## src/rtl/bomb_slot_scheduler.sv

```systemverilog
// Shared four-slot bomb scheduler for two players. It arbitrates place-bomb presses, latches
// each bomb's tile and owner, and runs every slot through FUSE -> BLAST -> IDLE on frame ticks.
module bomb_slot_scheduler #(
    parameter int unsigned FUSE_TICKS     = 120,
    parameter int unsigned BLAST_TICKS    = 30,
    parameter int unsigned MAX_PER_PLAYER = 2
) (
    input  logic            clk_i,
    input  logic            rst_ni,
    input  logic            tick_i,
    input  logic [1:0]      req_i,
    input  logic [1:0][5:0] tile_x_i,
    input  logic [1:0][5:0] tile_y_i,
    input  logic [3:0]      chain_hit_i,
    output logic [3:0]      bomb_on_o,
    output logic [3:0]      blast_o,
    output logic [3:0][5:0] xbomb_o,
    output logic [3:0][5:0] ybomb_o,
    output logic [3:0]      owner_o,
    output logic [1:0]      grant_o,
    output logic [1:0]      reject_o
);

    typedef enum logic [1:0] {
        S_IDLE  = 2'd0,
        S_FUSE  = 2'd1,
        S_BLAST = 2'd2
    } slot_state_e;

    slot_state_e     state_q [4];
    slot_state_e     state_d [4];
    logic [7:0]      cnt_q   [4];
    logic [7:0]      cnt_d   [4];
    logic [3:0][5:0] x_q, x_d, y_q, y_d;
    logic [3:0]      owner_q, owner_d;
    logic [3:0]      bomb_on_q, blast_q;
    logic [1:0]      pending_q, pending_d;
    logic [1:0]      req_prev_q;
    logic [1:0]      grant_q, grant_d, reject_q, reject_d;
    logic            rr_q, rr_d;

    logic [3:0]      avail_s;
    logic [1:0]      clr_s;
    logic [1:0][1:0] gslot_s;
    logic            gvalid_s;
    logic [5:0]      gx_s, gy_s;
    logic            cur_s;
    logic            clash_s;
    logic [2:0]      held_s [2];

    function automatic logic [1:0] lowest_set(input logic [3:0] v);
        logic [1:0] idx;
        casez (v)
            4'b???1: idx = 2'd0;
            4'b??10: idx = 2'd1;
            4'b?100: idx = 2'd2;
            4'b1000: idx = 2'd3;
            default: idx = 2'd0;
        endcase
        return idx;
    endfunction

    // Placement decision: serve pending players in round-robin order against the current slot state.
    always_comb begin
        avail_s  = 4'b0000;
        clr_s    = 2'b00;
        gslot_s  = '0;
        gvalid_s = 1'b0;
        gx_s     = 6'd0;
        gy_s     = 6'd0;
        cur_s    = 1'b0;
        clash_s  = 1'b0;
        grant_d  = 2'b00;
        reject_d = 2'b00;
        held_s[0] = 3'd0;
        held_s[1] = 3'd0;
        for (int i = 0; i < 4; i++) begin
            avail_s[i] = (state_q[i] == S_IDLE);
            held_s[0]  = held_s[0] + 3'((state_q[i] != S_IDLE) && (owner_q[i] == 1'b0));
            held_s[1]  = held_s[1] + 3'((state_q[i] != S_IDLE) && (owner_q[i] == 1'b1));
        end
        for (int k = 0; k < 2; k++) begin
            cur_s   = rr_q ^ 1'(k);
            clash_s = gvalid_s && (gx_s == tile_x_i[cur_s]) && (gy_s == tile_y_i[cur_s]);
            for (int i = 0; i < 4; i++) begin
                clash_s = clash_s | ((state_q[i] != S_IDLE) && (x_q[i] == tile_x_i[cur_s])
                                     && (y_q[i] == tile_y_i[cur_s]));
            end
            if (pending_q[cur_s]) begin
                if (clash_s || (32'(held_s[cur_s]) >= MAX_PER_PLAYER)) begin
                    reject_d[cur_s] = 1'b1;
                    clr_s[cur_s]    = 1'b1;
                end else if (avail_s != 4'b0000) begin
                    gslot_s[cur_s]          = lowest_set(avail_s);
                    avail_s[gslot_s[cur_s]] = 1'b0;
                    grant_d[cur_s]          = 1'b1;
                    clr_s[cur_s]            = 1'b1;
                    gvalid_s                = 1'b1;
                    gx_s                    = tile_x_i[cur_s];
                    gy_s                    = tile_y_i[cur_s];
                end else if (gvalid_s) begin
                    // The other player took the last slot this cycle; retry next cycle.
                    clr_s[cur_s] = 1'b0;
                end else begin
                    reject_d[cur_s] = 1'b1;
                    clr_s[cur_s]    = 1'b1;
                end
            end else begin
                clr_s[cur_s] = 1'b0;
            end
        end
        rr_d      = rr_q ^ (pending_q[0] & pending_q[1]);
        pending_d = (pending_q & ~clr_s) | (req_i & ~req_prev_q);
    end

    // Per-slot lifecycle: load on grant, count fuse and blast on ticks, chain hits cut the fuse short.
    always_comb begin
        for (int i = 0; i < 4; i++) begin
            state_d[i] = state_q[i];
            cnt_d[i]   = cnt_q[i];
            x_d[i]     = x_q[i];
            y_d[i]     = y_q[i];
            owner_d[i] = owner_q[i];
            if (grant_d[0] && (gslot_s[0] == 2'(i))) begin
                state_d[i] = S_FUSE;
                cnt_d[i]   = 8'(FUSE_TICKS);
                x_d[i]     = tile_x_i[0];
                y_d[i]     = tile_y_i[0];
                owner_d[i] = 1'b0;
            end else if (grant_d[1] && (gslot_s[1] == 2'(i))) begin
                state_d[i] = S_FUSE;
                cnt_d[i]   = 8'(FUSE_TICKS);
                x_d[i]     = tile_x_i[1];
                y_d[i]     = tile_y_i[1];
                owner_d[i] = 1'b1;
            end else begin
                case (state_q[i])
                    S_IDLE: begin
                        state_d[i] = S_IDLE;
                    end
                    S_FUSE: begin
                        if (chain_hit_i[i]) begin
                            state_d[i] = S_BLAST;
                            cnt_d[i]   = 8'(BLAST_TICKS);
                        end else if (tick_i) begin
                            if (cnt_q[i] == 8'd1) begin
                                state_d[i] = S_BLAST;
                                cnt_d[i]   = 8'(BLAST_TICKS);
                            end else begin
                                cnt_d[i] = cnt_q[i] - 8'd1;
                            end
                        end else begin
                            cnt_d[i] = cnt_q[i];
                        end
                    end
                    S_BLAST: begin
                        if (tick_i) begin
                            if (cnt_q[i] == 8'd1) begin
                                state_d[i] = S_IDLE;
                                cnt_d[i]   = 8'd0;
                                x_d[i]     = 6'd0;
                                y_d[i]     = 6'd0;
                                owner_d[i] = 1'b0;
                            end else begin
                                cnt_d[i] = cnt_q[i] - 8'd1;
                            end
                        end else begin
                            cnt_d[i] = cnt_q[i];
                        end
                    end
                    default: begin
                        state_d[i] = S_IDLE;
                        cnt_d[i]   = 8'd0;
                        x_d[i]     = 6'd0;
                        y_d[i]     = 6'd0;
                        owner_d[i] = 1'b0;
                    end
                endcase
            end
        end
    end

    // State and output registers; bomb_on/blast are registered decodes of the next slot state.
    always_ff @(posedge clk_i or negedge rst_ni) begin
        if (!rst_ni) begin
            for (int i = 0; i < 4; i++) begin
                state_q[i] <= S_IDLE;
                cnt_q[i]   <= 8'd0;
            end
            x_q        <= '0;
            y_q        <= '0;
            owner_q    <= 4'b0000;
            bomb_on_q  <= 4'b0000;
            blast_q    <= 4'b0000;
            pending_q  <= 2'b00;
            req_prev_q <= 2'b00;
            grant_q    <= 2'b00;
            reject_q   <= 2'b00;
            rr_q       <= 1'b0;
        end else begin
            for (int i = 0; i < 4; i++) begin
                state_q[i]   <= state_d[i];
                cnt_q[i]     <= cnt_d[i];
                bomb_on_q[i] <= (state_d[i] != S_IDLE);
                blast_q[i]   <= (state_d[i] == S_BLAST);
            end
            x_q        <= x_d;
            y_q        <= y_d;
            owner_q    <= owner_d;
            pending_q  <= pending_d;
            req_prev_q <= req_i;
            grant_q    <= grant_d;
            reject_q   <= reject_d;
            rr_q       <= rr_d;
        end
    end

    assign bomb_on_o = bomb_on_q;
    assign blast_o   = blast_q;
    assign xbomb_o   = x_q;
    assign ybomb_o   = y_q;
    assign owner_o   = owner_q;
    assign grant_o   = grant_q;
    assign reject_o  = reject_q;

endmodule

```

## config.mk

```make
export PLATFORM = sky130hd
export DESIGN_NAME = bomb_slot_scheduler
export DESIGN_NICKNAME = d
export VERILOG_FILES = /design/src/rtl/bomb_slot_scheduler.sv
export SDC_FILE = /design/constraint.sdc
export NUM_CORES = 1
export LEC_CHECK = 0
export BUFFER_PORTS_ARGS = -buffer_cell sky130_fd_sc_hd__buf_2
export CAP_MARGIN = 20
export CORE_MARGIN = 4
export CORE_UTILIZATION = 23
export CTS_BUF_LIST = sky130_fd_sc_hd__clkbuf_16
export DETAILED_ROUTE_END_ITERATION = 6
export SYNTH_ARGS = -nofsm -noshare
export SYNTH_HDL_FRONTEND = slang
export SYNTH_SLANG_ARGS = --single-unit
```

## constraint.sdc

```tcl
create_clock -name clk_i -period 9.05 [get_ports clk_i]
set_clock_uncertainty 0.2 [all_clocks]
set_input_delay 0.4525 -clock clk_i [delete_from_list [all_inputs] [get_ports clk_i]]
set_output_delay 0.4525 -clock clk_i [all_outputs]
set_load 0.01 [all_outputs]
```

==> out/qor.csv <==
metric,value,unit
stdcell_count,1346,
leakage,3.94,nW
cts_buffers,9,
grt_pass1_vias,6733,
die_w,191,µm
power.density,274,nW/µm²
hold_path.startpoint,req_i[0],
track_usage,0.139,
avgRoutedWirePerCell,19.2,µm
placedCellCount,1329,
yosysSeqAreaShare,0.355,
path_clk_slew,80,ps
ys_top_cells_by_area,"dfrtp_1, xnor2_1, a221o_1, xor2_1, ha_1",
core_region_area,32800,µm²
root_buffer,clkbuf_16,
end_kind,flip-flop,
synth_cells,818,
ys_ff_latch,109,
period_share,0.615,
synth-main-ff-cell,dfrtp_1,
syn_area,7690,µm²
arrival,5660,ps
syn_avg_cell_area,9.40,µm²
yosysTopAreaCell,dfrtp_1,
rrSetupSlack,3490,ps
synth-edff-count,0,
start_util,0.234,
drtAntennaViolNets,0,
drt_first_pass_iters,5,
grt.overflow.total,0,
htreeDepth,3,
antenna_cells,0,
synth_top_area_frac,0.355,
ctsResizeCount,0,
wirelength,25.8,mm
setup_violations,0,
ir_drop,115,µV
die_y,191,µm
layout-drive-gt1-share,0.166,
synth_warnings,0,
dieArea,36400,µm²
synthDistinctLibCells,73,
slew_headroom,0.174,
critical_path.slowest_cell,a221oi_2,
synth_fp_nets,875,
r2r_start,state_q[6],
maxCapViolCount,0,
drt_iter0_markers,738,
startpoint_type,flip-flop,
hp-class,in2reg,
critPathMaxFanout,26,
worstPathCellList,"inv_1, ha_1, nor2_1, fa_1, and3_1, ha_1, o31ai_1, o221a_2, a21oi_1, nor4_4, o2bb2ai_2, buf_4, a221oi_2, a221o_1",
rsz0062_at_grt,false,
insertion_delay,370,ps
max_freq,0.180,GHz
yosys.cell_count.top_type,dfrtp_1,
required,9140,ps
nets,956,
dpl.hpwl,19.3,mm
min_period,5560,ps
cts_tree,done,
io_pins,97,
path_common_cell,ha_1,
row_count,66,
crit_type,reg2reg,
ys_top_cells_by_count,"dfrtp_1, xnor2_1, nor2_1",
hold_violations,0,
ys_async_sr_fraction,1.00,
clock_sinks,109,
vias,6881,
status,"complete, no violations",
setup_tns,0,ps
numPortBuffers,96,
crit_start,state_q[6],
drcViolationCount,0,
clk_path_buf_depth,2,
crit_buf_inv,2,
antenna_found_initial,1,
worst_pin_slew,1240,ps
avgViaCountPerCell,5.11,
grt_pass1_wl,39.9,mm
areaGrowthSynthToFinish,15.7,%
finalWeightedCongestion,0.929,
cpPeakStageDelay,1020,ps
grt_max_degree,57,
maxSlewViolCount,0,
path_delay_family,compound AO/OA/AOI/OAI gates,
==> power breakdown <==
part	switching [mW]	total [mW]	internal (mW)	leakage [nW]
Combinational	0.721	1.24	0.519	2.37
Sequential	0.192	0.816	0.625	1.44
Clock	0.193	0.378	0.185	0.126
Total	1.11	2.44	1.33	3.94
==> worst paths after layout <==
path	end	cells after the start
setup / recovery	ybomb_o[18]	14
hold / removal	req_prev_q[0]	1
setup reg to reg	ybomb_o[18]	14
hold reg to reg	pending_q[0]	1
max in group asynchronous	state_q[3]	3
min in group asynchronous	xbomb_o[7]	2
==> routing by layer <==
layer,share of wire,vias up,track usage
met5,0.00046,-,0
met4,0.020,2,0.0365
met1,0.43,3363,0.188
li1,-,3163,-
met3,0.087,38,0.0322
met2,0.46,315,0.225
==> repair_timing <==
item	4_1_cts	5_1_grt
setup buffers	0	0
hold buffers	1	0
hold endpoints to repair	27	0
==> cells by family after synthesis <==
| family | after synthesis | share of synthesized area |
|---|---|---|
| mux | 24 | 0.0337 |
| flops | 109 | 0.355 |
| xor+xnor | 124 | 0.141 |
| compound gates | 181 | 0.185 |
| simple gates | 269 | 0.194 |
| buf+inv | 86 | 0.0492 |
| fa+ha+maj | 25 | 0.0423 |
==> worst register-to-register path, delay by kind of cell, from the launching register on <==
family	cells	cell delay (ps)
AO/OA/AOI/OAI	6	2270
adder cells (fa/ha/maj)	3	1260
AND/OR/NAND/NOR	3	1010
flip-flops	1	410
buffers and inverters	2	340
==> cell usage in the layout (no fill, tap or decap), types with 8 or more instances in the layout <==
| master | instances |
|---|---|
| dfrtp_1 | 108 |
| buf_2 | 95 |
| xnor2_1 | 88 |
| nor2_1 | 54 |
| inv_1 | 51 |
| a21oi_1 | 40 |
| a221o_1 | 38 |
| and3_1 | 36 |
| xor2_1 | 36 |
| nand3_1 | 32 |
| o21ai_0 | 27 |
| nand2_1 | 27 |
| nor3_1 | 26 |
| ha_1 | 22 |
| nor4_1 | 20 |
| mux2i_1 | 19 |
| nand4_1 | 15 |
| nand2b_1 | 10 |
| o21bai_1 | 9 |
| clkbuf_16 | 9 |
| buf_4 | 9 |
| or3_1 | 8 |
==> final cells by class <==
class	count	area, µm²
clock buffer	9	225
clock inverter	7	43.8
fill	3483	23900
inverter	50	188
multi-input combinational	623	4590
sequential	109	2730
tap	442	553
timing repair buffer	106	564
==> registers in the layout (all words and copies together), names as in the netlist <==
name,flops
cnt_q,32
xbomb_o,24
ybomb_o,24
state_q,8
blast_o,4
bomb_on_o,4
owner_o,4
grant_o,2
pending_q,2
reject_o,2
req_prev_q,2
rr_q,1
==> through the flow <==
step / worst slack (ps) / hold WS (ps) / cell area (µm²) / util / total power, mW
floorplan: 4570 / -43.1 / 7690 / - / 1.65
global placement: 3670 / 223 / 8600 / 0.262 / 2.04
detailed placement: 3600 / 236 / 8610 / 0.263 / 2.05
CTS: 3530 / 1.53 / 8890 / 0.271 / 2.44
global route: 3100 / 3.81 / 8890 / 0.271 / 2.59
finish: 3490 / 17.6 / 8890 / 0.271 / 2.44
No activity file was read; power rests on OpenSTA's default activity.
